**config.mk**
```make
export PLATFORM = sky130hd
export DESIGN_NAME = instr_decode
export DESIGN_NICKNAME = d
export VERILOG_FILES = /design/src/rtl/instr_decode_pkg.sv /design/src/rtl/call_depth_tracker.sv /design/src/rtl/instr_decode.sv
export SDC_FILE = /design/constraint.sdc
export NUM_CORES = 1
export LEC_CHECK = 0
export CORE_ASPECT_RATIO = 1.1
export CORE_MARGIN = 2
export CORE_UTILIZATION = 28
export DETAILED_ROUTE_END_ITERATION = 6
export GPL_TIMING_DRIVEN = 0
export PLACE_DENSITY = 0.74
export SKIP_CTS_REPAIR_TIMING = 1
export SYNTH_ARGS = -nofsm -noshare
export SYNTH_HDL_FRONTEND = slang
export SYNTH_HIERARCHICAL = 1
export SYNTH_SLANG_ARGS = --single-unit
```
**constraint.sdc**
```tcl
create_clock -name clk -period 2.7 [get_ports clk]
set_clock_uncertainty 0.15 [all_clocks]
set_input_delay 0.27 -clock clk [delete_from_list [all_inputs] [get_ports clk]]
set_output_delay 0.27 -clock clk [all_outputs]
set_load 0.01 [all_outputs]
```
**src/rtl/instr_decode_pkg.sv**
```systemverilog
// Shared CPU definitions: opcode map, decoder FSM state encoding and call-stack geometry.
// Also used by the PC so both sides agree on the encoding.
package instr_decode_pkg;

    localparam int unsigned INSTR_W     = 16;
    localparam int unsigned OPC_W       = 5;
    localparam int unsigned SALTO_W     = 11;
    localparam int unsigned ALU_OP_W    = 4;
    localparam int unsigned ALU_LIT_W   = 8;
    localparam int unsigned DEPTH_W     = 4;
    localparam int unsigned STACK_DEPTH = 8;

    localparam logic [OPC_W-1:0] OPC_NOP    = 5'b00000;
    localparam logic [OPC_W-1:0] OPC_GOTO   = 5'b00001;
    localparam logic [OPC_W-1:0] OPC_CALL   = 5'b00010;
    localparam logic [OPC_W-1:0] OPC_RETURN = 5'b00011;
    localparam logic [OPC_W-1:0] OPC_SKIPZ  = 5'b00100;
    localparam logic [OPC_W-1:0] OPC_SKIPNZ = 5'b00101;
    localparam logic [OPC_W-1:0] OPC_SKIPC  = 5'b00110;

    localparam logic [0:0] ST_RUN   = 1'b0;
    localparam logic [0:0] ST_FLUSH = 1'b1;

    typedef struct packed {
        logic branch;
        logic enablestak;
        logic push;
        logic pop;
        logic flag;
        logic alu_en;
    } pc_ctrl_t;

endpackage

```
**src/rtl/call_depth_tracker.sv**
```systemverilog
// Call-nesting depth counter (0..STACK_DEPTH, saturating) with a sticky
// overflow/underflow error flag.
module call_depth_tracker
    import instr_decode_pkg::*;
(
    input  logic               clk,
    input  logic               reset,
    input  logic               do_call,
    input  logic               do_ret,
    output logic [DEPTH_W-1:0] depth,
    output logic               stack_err,
    output logic               call_ok,
    output logic               ret_ok
);

    logic [DEPTH_W-1:0] depth_q, depth_d;
    logic               err_q, err_d;

    assign call_ok   = (depth_q < DEPTH_W'(STACK_DEPTH));
    assign ret_ok    = (depth_q != '0);
    assign depth     = depth_q;
    assign stack_err = err_q;

    // A rejected call/return leaves depth untouched and latches the error.
    always_comb begin
        depth_d = depth_q;
        err_d   = err_q;
        if (do_call) begin
            if (call_ok) depth_d = depth_q + DEPTH_W'(1);
            else         err_d   = 1'b1;
        end else if (do_ret) begin
            if (ret_ok) depth_d = depth_q - DEPTH_W'(1);
            else        err_d   = 1'b1;
        end
    end

    always_ff @(posedge clk or posedge reset) begin
        if (reset) begin
            depth_q <= '0;
            err_q   <= 1'b0;
        end else begin
            depth_q <= depth_d;
            err_q   <= err_d;
        end
    end

endmodule

```
**src/rtl/instr_decode.sv**
```systemverilog
// Zero-latency instruction decoder: PC-control strobes, ALU fields and a
// one-cycle squash of the word fetched behind any taken branch or skip.
module instr_decode
    import instr_decode_pkg::*;
(
    input  logic                 clk,
    input  logic                 reset,
    input  logic [INSTR_W-1:0]   instr,
    input  logic                 z_flag,
    input  logic                 c_flag,
    output logic [SALTO_W-1:0]   salto,
    output logic                 branch,
    output logic                 enablestak,
    output logic                 push,
    output logic                 pop,
    output logic                 flag,
    output logic                 alu_en,
    output logic [ALU_OP_W-1:0]  alu_op,
    output logic [ALU_LIT_W-1:0] alu_lit,
    output logic [DEPTH_W-1:0]   depth,
    output logic                 stack_err,
    output logic                 bubble
);

    logic [0:0]       state_q, state_d;
    logic [OPC_W-1:0] opcode;
    logic             run;
    logic             do_call, do_ret;
    logic             call_ok, ret_ok;
    pc_ctrl_t         ctrl;

    assign opcode  = instr[15:11];
    assign run     = (state_q == ST_RUN) && !reset;
    assign do_call = run && (opcode == OPC_CALL);
    assign do_ret  = run && (opcode == OPC_RETURN);

    call_depth_tracker u_depth (
        .clk       (clk),
        .reset     (reset),
        .do_call   (do_call),
        .do_ret    (do_ret),
        .depth     (depth),
        .stack_err (stack_err),
        .call_ok   (call_ok),
        .ret_ok    (ret_ok)
    );

    // Strobe decode; rejected calls/returns and reserved opcodes fall through as NOP.
    always_comb begin
        ctrl = '0;
        if (run) begin
            if (opcode[4]) begin
                ctrl.alu_en = 1'b1;
            end else begin
                case (opcode)
                    OPC_NOP: ;
                    OPC_GOTO: begin
                        ctrl.branch     = 1'b1;
                        ctrl.enablestak = 1'b1;
                    end
                    OPC_CALL: begin
                        ctrl.branch = call_ok;
                        ctrl.push   = call_ok;
                    end
                    OPC_RETURN: begin
                        ctrl.branch = ret_ok;
                        ctrl.pop    = ret_ok;
                    end
                    OPC_SKIPZ:  ctrl.flag = z_flag;
                    OPC_SKIPNZ: ctrl.flag = !z_flag;
                    OPC_SKIPC:  ctrl.flag = c_flag;
                    default: ;
                endcase
            end
        end
    end

    always_comb begin
        state_d = state_q;
        case (state_q)
            ST_RUN:   if (ctrl.branch || ctrl.flag) state_d = ST_FLUSH;
            ST_FLUSH: state_d = ST_RUN;
            default:  state_d = ST_RUN;
        endcase
    end

    always_ff @(posedge clk or posedge reset) begin
        if (reset) state_q <= ST_RUN;
        else       state_q <= state_d;
    end

    assign salto      = instr[10:0];
    assign alu_op     = instr[14:11];
    assign alu_lit    = instr[7:0];
    assign branch     = ctrl.branch;
    assign enablestak = ctrl.enablestak;
    assign push       = ctrl.push;
    assign pop        = ctrl.pop;
    assign flag       = ctrl.flag;
    assign alu_en     = ctrl.alu_en;
    assign bubble     = (state_q == ST_FLUSH);

endmodule

```
# [Yosys cells after proc, flatten, opt, wreduce, memory -nomap -nowiden]
# Index checks and enable logic that the tools add are counted.
[totals] out_inout_bits=35 wordCells=45 input_bits=20 register_bits=6
[op_classes] muxes=18 add_sub_neg=2 magnitude_cmp=1 reduce_logical=11 n_bitwise=1 n_eq_ne=9
[ops] operator="2-to-1 mux 4 bit" count=4
[ops] operator="== test 5 x 3 -> 1 bit, second input constant" count=3
[ops] operator="== test 5 x 2 -> 1 bit, second input constant" count=2
[ops] operator="2-to-1 mux 1 bit" count=9
[ops] operator="2-to-1 mux 6 bit" count=1
[ops] operator="case mux 1 bit (3 select lines)" count=2
[ops] operator="AND reduction 3 bit" count=2
[ops] operator="== test 5 x 1 -> 1 bit, second input constant" count=1
[ops] operator="2-to-1 mux 5 bit" count=1
[ops] operator="adder 4 x 1 -> 4 bit, second input constant" count=1
[ops] operator="< comparator 4 bit, second input constant" count=1
[ops] operator="!= test 2 bit, second input constant" count=2
[ops] operator="nonzero test 2 bit" count=2
[ops] operator="nonzero test 4 bit" count=1
[ops] operator="subtractor 4 x 1 -> 4 bit, second input constant" count=1
[ops] operator="logical AND 1 bit" count=3
[ops] operator="logical NOT 1 bit" count=2
[ops] operator="!= test 2 x 1 -> 1 bit, second input constant" count=1
[ops] operator="case mux 1 bit (2 select lines)" count=1
[ops] operator="logical OR 1 bit" count=1
[ops] operator="NOT 1 bit" count=1

# [Longest topological paths before layout]
# Gate-level depths: netlist of run 1.
[logic_depth] ltp_word=7 ltp_mapped=9 ltp_nobuf=9

# [Modules after synthesis]
# The synthesis of run 1 kept the hierarchy.
[by_module_without_submodules] mod="call_depth_tracker" area_each_um2=329.1 cells_per_inst=29 seq_area_each_um2=125.1 n_inst=1
[by_module_without_submodules] mod="instr_decode" area_each_um2=325.3 cells_per_inst=45 seq_area_each_um2=25.0 n_inst=1

# [Worst setup path after synthesis of run 1]
# Ideal clock, no wire load.
[synth_path] kind="register to register" from="reg state_q (netlist: bubble)" to="reg u_depth.depth_q[3] (netlist: u_depth/depth[3])" path_stages_with_launch=10 arrival_ns=2.444 period_less_slack_ns=2.681 setup_slack_ns=0.019 required_ns=2.463 path_cell_list="dfrtp_1 > or4_4 > nor2_2 > nand2_1 > nor2_1 > inv_1 > ha_1 > and3_1 > or3_1 > o211ai_1"
[synth_via] elab_chain_cells=5 elab_cells_between_ends=9
[synth_lines] item="start, declared" line_no="instr_decode.sv:25" rtl="logic [0:0] state_q, state_d;"
[synth_lines] item="start signal, assigned" line_no="instr_decode.sv:89" rtl="else state_q <= state_d;"
[synth_lines] item="NOT 1 bit (*)"
[synth_lines] item="logical AND 1 bit (*)" line_no="instr_decode.sv:33" rtl="assign run = (state_q == ST_RUN) && !reset;"
[synth_lines] item="logical AND 1 bit (*)" line_no="instr_decode.sv:34" rtl="assign do_call = run && (opcode == OPC_CALL);"
[synth_lines] item="via do_call" line_no="instr_decode.sv:28" rtl="logic do_call, do_ret;"
[synth_lines] item="!= test 2 x 1 -> 1 bit (no source line) / nonzero test 2 bit (equally long branches)"
[synth_lines] item="AND reduction 3 bit (no source line)"
[synth_lines] item="end signal, assigned" line_no="call_depth_tracker.sv:42" rtl="depth_q <= depth_d;"
[synth_lines] item="end, declared" line_no="call_depth_tracker.sv:16" rtl="logic [DEPTH_W-1:0] depth_q, depth_d;"
# Mark *: on every way through the listed nets, which the timed path passes. The rest lies on a longest branch.
# A chain may end at the register's enable or synchronous reset.

# [Final worst setup path of run 1]
# Same ends and word-level chain as after synthesis.

==> metrics, run 1 <==
WP buf/inv=1; Worst Tran Pin Value=0.3224 ns; number of DRC markers in iteration 0=3; design area=0.001212 mm2; first-pass GRT wire length=2401 um; Top Family by Delay on Critical Path=simple AND/OR/NAND/NOR gates; clock slew at reported path FFs=0.04 ns; vias in the first global route=609; crit path max fanout=5; Hold WS=0.2481 ns; antenna violations before repair=0; GRT Total Usage=11.36%; crit path cell chain=or4_4, nor2_4, nand2_2, nor2_4, inv_2, ha_1, and3_1, or3_1, o211ai_1; type of origin of the critical path=flip-flop; IO Pins=55; Arr. time, crit path=2.63 ns; Clock Sinks=6; most used cell along the critical path=nor2_4; switching power=0.0002350 W; Final min period=2.619 ns; Hold Crit Class=in2reg; Logic pwr share=58.8%; area of the die=0.002740 mm2; Slew HR=78.44%; Total Power=0.0006456 W; TritonCTS clock tree=done; Final Util=54.38%; layout cells sized above 1=32.26%; Post-Synthesis Cell Area=654.4 um2; Final Hold Fails=0; placer congestion estimate=0.6554; cell count after synthesis=74; most frequently used flop master after synthesis=dfrtp_1; die width=50.10 um; Clk pwr share=12.6%; routed len/inst=10.77 um; outcome=finished clean; DRC viols=0; Int Pwr=0.0004106 W; post-synthesis sequential area ratio=22.94%; Finished Layout Cells=154; placed inst area=0.001122 mm2; Final Cycle Share=97.01%; leakage=0.5620 nW; MaxCap Viol Count=0; Post-synth EDFFs=0; total of warnings raised by yosys=6; fill count=202; input/output buffers=43; Pwr Density=532.5 mW/mm2; Avg Inst Size Synth=8.843 um2; Antenna Diode Count=0; Post-synth ARST share=100.0%; Seq pwr share=28.6%; Max stage delay on crit path=0.58 ns; largest net degree at the start of global routing=9; CP endpoint kind=flip-flop; DR vias=679; Placeable Area=0.002230 mm2; Rows=18; VDD IR-drop max=0.3392 mV; DPL Wire Length=1362 um; First-pass DRT Iterations=2; Skew-Pair Late Insertion Delay=0.24 ns; Area Overhead vs Synth=85.28%; Final nets=149; Starting Density=29.35%; Max H-tree Level=1; Vias per Instance=4.409; antenna-violating nets left=0; CTS Buf Count=3; Critical-path top delay cell=or4_4; synth unique cells=28; Max Slew Vio Count=0; worst-case clock buffer depth=2; RSZ-0062 raised after global routing=yes; Final setup viols=0; Die Height=54.70 um; critical path class=reg2reg; placed cell count=147; Net Sw Frac=36.40%; total wire length=1659 um; GRT overflow=0; count of state elements after synthesis=6; FMAX=381.8 MHz; syn_nets=97; required time of the worst setup path=2.71 ns; clock root cell=clkbuf_4
==> layer usage <==
metal / vias to the layer above / wire, um / track usage [%]
met2: 36 / 934 / 22.81
met4: 0 / 12 / 5.556
met3: 2 / 156 / 3.552
met5: - / 0 / 0
met1: 306 / 556 / 10.43
li1: 335 / - / -
==> path summary, 6_finish.rpt <==
path | end | slack [ns] | startpoint | depth (start not counted)
min in group asynchronous | bubble | 0.34 | reset | 3
max reg2reg | u_depth/depth[3] | 0.08 | bubble | 9
min reg2reg | u_depth/stack_err | 0.36 | u_depth/stack_err | 2
max in group asynchronous | u_depth/depth[3] | 1.82 | reset | 3
max | u_depth/depth[3] | 0.08 | bubble | 9
min | bubble | 0.25 | instr[14] | 3
==> registers in the layout (all words and copies together) (netlist names) <==
register,cells
u_depth/depth,4
u_depth/stack_err,1
bubble,1
==> stage by stage <==
step	worst slack (ns)	setup TNS, ns
2_1_floorplan	0.01921	0
3_3_place_gp	-0.5871	-1.280
3_5_place_dp	-0.6171	-1.359
4_1_cts	-0.3692	-0.5602
5_1_grt	-0.05591	-0.06366
6_report	0.08082	0
==> layout make-up <==
cell class / count / area (um2) / area share, %
plain buffers: 23 / 172.7 / 14.24
well taps: 30 / 37.54 / 3.096
clock buffers: 3 / 22.52 / 1.858
flip-flops and latches: 6 / 150.1 / 12.38
multi-input cells: 40 / 340.3 / 28.07
inverters: 5 / 18.77 / 1.548
repair buffers: 47 / 470.5 / 38.80
==> synth_stat cells, drive strengths merged, types with 2 or more instances <==
master / instances / share of area (%)
a21oi: 4 / 3.1
nor3: 2 / 1.5
nor2: 3 / 2.1
or3: 2 / 1.9
inv: 5 / 2.9
nand2b: 2 / 1.9
mux2: 2 / 4.0
or4: 2 / 3.4
and3: 2 / 1.9
o31ai: 3 / 3.4
nand2: 3 / 1.7
a22o: 2 / 4.2
dfrtp: 6 / 23
nor3b: 2 / 2.3
buf: 23 / 26
ha: 2 / 3.8
==> cell families (layout without fill, tap and decap cells) <==
family,Yosys count,in the layout,synth area share [%]
xor+xnor,1,1,1.339
compound gates,12,12,13.96
buf+inv,28,78,29.26
simple gates,21,21,20.08
mux,3,3,5.544
flops,6,6,22.94
fa+ha+maj,3,3,6.883
==> power groups by stage <==
stage | clock network [W] | logic (W) | registers (W)
6_report | 0.0000814 | 0.000380 | 0.000185
5_1_grt | 0.0000917 | 0.000411 | 0.000193
4_1_cts | 0.0000855 | 0.000374 | 0.000183
3_5_place_dp | 0 | 0.000372 | 0.000184
3_3_place_gp | 0 | 0.000357 | 0.000181
2_1_floorplan | 0 | 0.000192 | 0.000189
==> cells in the final DEF (no fill, tap or decap), types with 3 or more instances in the layout <==
cell	synthesis	final
o31ai_1	3	3
inv_1	5	4
clkdlybuf4s50_1	0	40
a21oi_1	4	4
dlymetal6s2s_1	0	3
buf_4	23	26
clkbuf_4	0	3
dfrtp_1	6	6
==> tightest hold or removal path: stages <==
cell and delay (ns):
dlymetal6s2s_1 0.11, or4_4 0.17, a21oi_1 0.05
(Power assumes the default switching activity.)
==> inputs of run 2 (changes only) <==
--- a/config.mk
+++ b/config.mk
@@ -5,12 +5,12 @@
 export SDC_FILE = /design/constraint.sdc
 export NUM_CORES = 1
 export LEC_CHECK = 0
-export CORE_ASPECT_RATIO = 1.1
-export CORE_MARGIN = 2
-export CORE_UTILIZATION = 28
+export CORE_AREA = 2 2 39 41
 export DETAILED_ROUTE_END_ITERATION = 6
+export DIE_AREA = 0 0 41 43
+export DONT_BUFFER_PORTS = 1
 export GPL_TIMING_DRIVEN = 0
-export PLACE_DENSITY = 0.74
+export PLACE_DENSITY = 0.67
 export SKIP_CTS_REPAIR_TIMING = 1
 export SYNTH_ARGS = -nofsm -noshare
 export SYNTH_HDL_FRONTEND = slang
==> run 2 against run 1 <==
Compared with the run above: count of clock-buffer cells in the layout unchanged; non-clock buffer count shrank 43; register-to-register slack gained 0.08 ns; clock power rose by 3.4%; design area shrank 38%; worst hold slack got worse by 0.21 ns; wire length decreased by 31%; die area shrank 36%; highest routed layer is now met3.
==> metrics, run 2 (same netlist as run 1, synthesis figures left out) <==
Vias per Instance=5.155 (+17%); MaxCap Viol Count=0 (unchanged); Die Height=43 um (-21%); most frequent cells in the layout=buf_4, dfrtp_1, a21oi_1, inv_1; die width=41 um (-18%); Skew-Pair Late Insertion Delay=0.25 ns (about the same); First-pass DRT Iterations=4 (+2); clock slew at reported path FFs=0.05 ns (about the same); DRC viols=0 (unchanged); Area Overhead vs Synth=14.53%; Hold WS=0.03921 ns (-0.2089 ns); Pwr Density=686.9 mW/mm2 (+29%); Antenna Diode Count=0 (unchanged); vias in the first global route=367 (-40%); layout cells sized above 1=48.15% (+16 points); Placeable Area=0.001384 mm2 (-38%); Max H-tree Level=1 (unchanged); type of origin of the critical path=flip-flop; Rows=14 (-4); Final setup viols=0 (unchanged); CP endpoint kind=flip-flop; Slew HR=73.39% (-5.1 points); Starting Density=47.29% (+18 points); VDD IR-drop max=0.3759 mV (+11%); worst-case clock buffer depth=2 (unchanged); DPL Wire Length=908 um (-33%); setup ws final=0.1570 ns (+0.07617 ns); Clock Sinks=6 (unchanged); largest net degree at the start of global routing=9 (unchanged); Final Hold Fails=0 (unchanged); max FFs per register=4 (unchanged); number of DRC markers in iteration 0=7 (+4); CTS Buf Count=3 (unchanged); DR vias=500 (-26%); placer congestion estimate=0.6973 (+6.4%); fill count=133 (-34%); critical path class=reg2reg; IO Pins=55 (unchanged); GRT Total Usage=13.72% (+2.4 points); Max Slew Vio Count=0 (unchanged); most common cell after layout, fill and taps aside=buf_4; TritonCTS clock tree=done; Final nets=106 (-29%); Total Power=0.0005148 W (-20%); required time of the worst setup path=2.71 ns (about the same); GRT overflow=0 (unchanged); Worst Tran Pin Value=0.3983 ns (+0.07596 ns); antenna-violating nets left=0 (unchanged); leakage=0.3597 nW (-36%); FMAX=393.2 MHz (+3.0%); antenna violations before repair=0 (unchanged); input/output buffers=0 (-100%); final setup TNS=0 ns (unchanged); Hold Crit Class=in2reg; area of the die=0.001763 mm2 (-36%); routed len/inst=11.89 um (+10%); outcome=finished clean; DP Worst Slack=-0.1828 ns (+0.4344 ns); Final Cycle Share=94.19% (-2.8 points); Arr. time, crit path=2.56 ns (-0.07 ns); crit path max fanout=5 (unchanged); clock root cell=clkbuf_4; first-pass GRT wire length=1580 um (-34%); Final min period=2.543 ns (-0.07617 ns); Final Util=54.16% (-0.22 points); total wire length=1153 um (-31%); RSZ-0062 raised after global routing=no
-- run 2: changes by cell type in the layout (fill, tap and decap cells not counted) --
| cell | previous run | this run |
|---|---|---|
| nor2_4 | 2 | 1 |
| nor2_2 | 0 | 1 |
| clkdlybuf4s50_1 | 40 | 0 |
| nand2_2 | 1 | 0 |
| nand2_1 | 2 | 3 |
| dlymetal6s2s_1 | 3 | 0 |
-- run 2: per-stage QoR --
step	instance area (um2)	cells
global placement	674.4	90
finish	749.5	97
floorplan	654.4	74
detailed placement	674.4	90
CTS	696.9	93
global route	749.5	97
-- run 2: final cells by class --
class | instances | area, um2 | area share (%)
clock buffers | 3 | 22.52 | 3.005
inverters | 5 | 18.77 | 2.504
flip-flops and latches | 6 | 150.1 | 20.03
well taps | 16 | 20.02 | 2.671
plain buffers | 23 | 172.7 | 23.04
repair buffers | 4 | 32.53 | 4.341
multi-input cells | 40 | 332.8 | 44.41
-- run 2: metal layers --
metal / track usage (%) / vias up / wire length, um
met1: 18.39 / 218 / 424
met3: 10.99 / 0 / 173
li1: - / 249 / -
met4: 4.000 / 0 / 0
met5: 0 / - / 0
met2: 16.56 / 33 / 555
-- run 2: final timing paths --
| path | start | endpoint | slack [ns] | depth (start not counted) |
|---|---|---|---|---|
| max | bubble | u_depth/depth[3] | 0.16 | 9 |
| min | instr[13] | bubble | 0.04 | 2 |
| max reg2reg | bubble | u_depth/depth[3] | 0.16 | 9 |
| min reg2reg | u_depth/stack_err | u_depth/stack_err | 0.40 | 2 |
| max in group asynchronous | reset | u_depth/depth[1] | 1.98 | 2 |
| min in group asynchronous | reset | bubble | 0.18 | 2 |
-- run 2: power breakdown --
group | switching [W] | internal (W)
combinational | 0.0000939 | 0.000129
clock | 0.0000338 | 0.0000504
sequential | 0.0000809 | 0.000127
-- run 2: critical path, cell delays in order (launching register included) --
cell	delay, ns
dfrtp_1	0.42
or4_4	0.46
nor2_2	0.11
nand2_1	0.11
nor2_4	0.18
inv_2	0.08
ha_1	0.26
and3_1	0.19
or3_1	0.34
o211ai_1	0.16
==> inputs of run 3 (changes only) <==
--- a/config.mk
+++ b/config.mk
@@ -12,6 +12,7 @@
 export GPL_TIMING_DRIVEN = 0
 export PLACE_DENSITY = 0.67
 export SKIP_CTS_REPAIR_TIMING = 1
+export SLEW_MARGIN = 25
 export SYNTH_ARGS = -nofsm -noshare
 export SYNTH_HDL_FRONTEND = slang
 export SYNTH_HIERARCHICAL = 1
==> results of run 3 <==
Same layout as run 2: the final DEF is identical, and so are final timing and power.
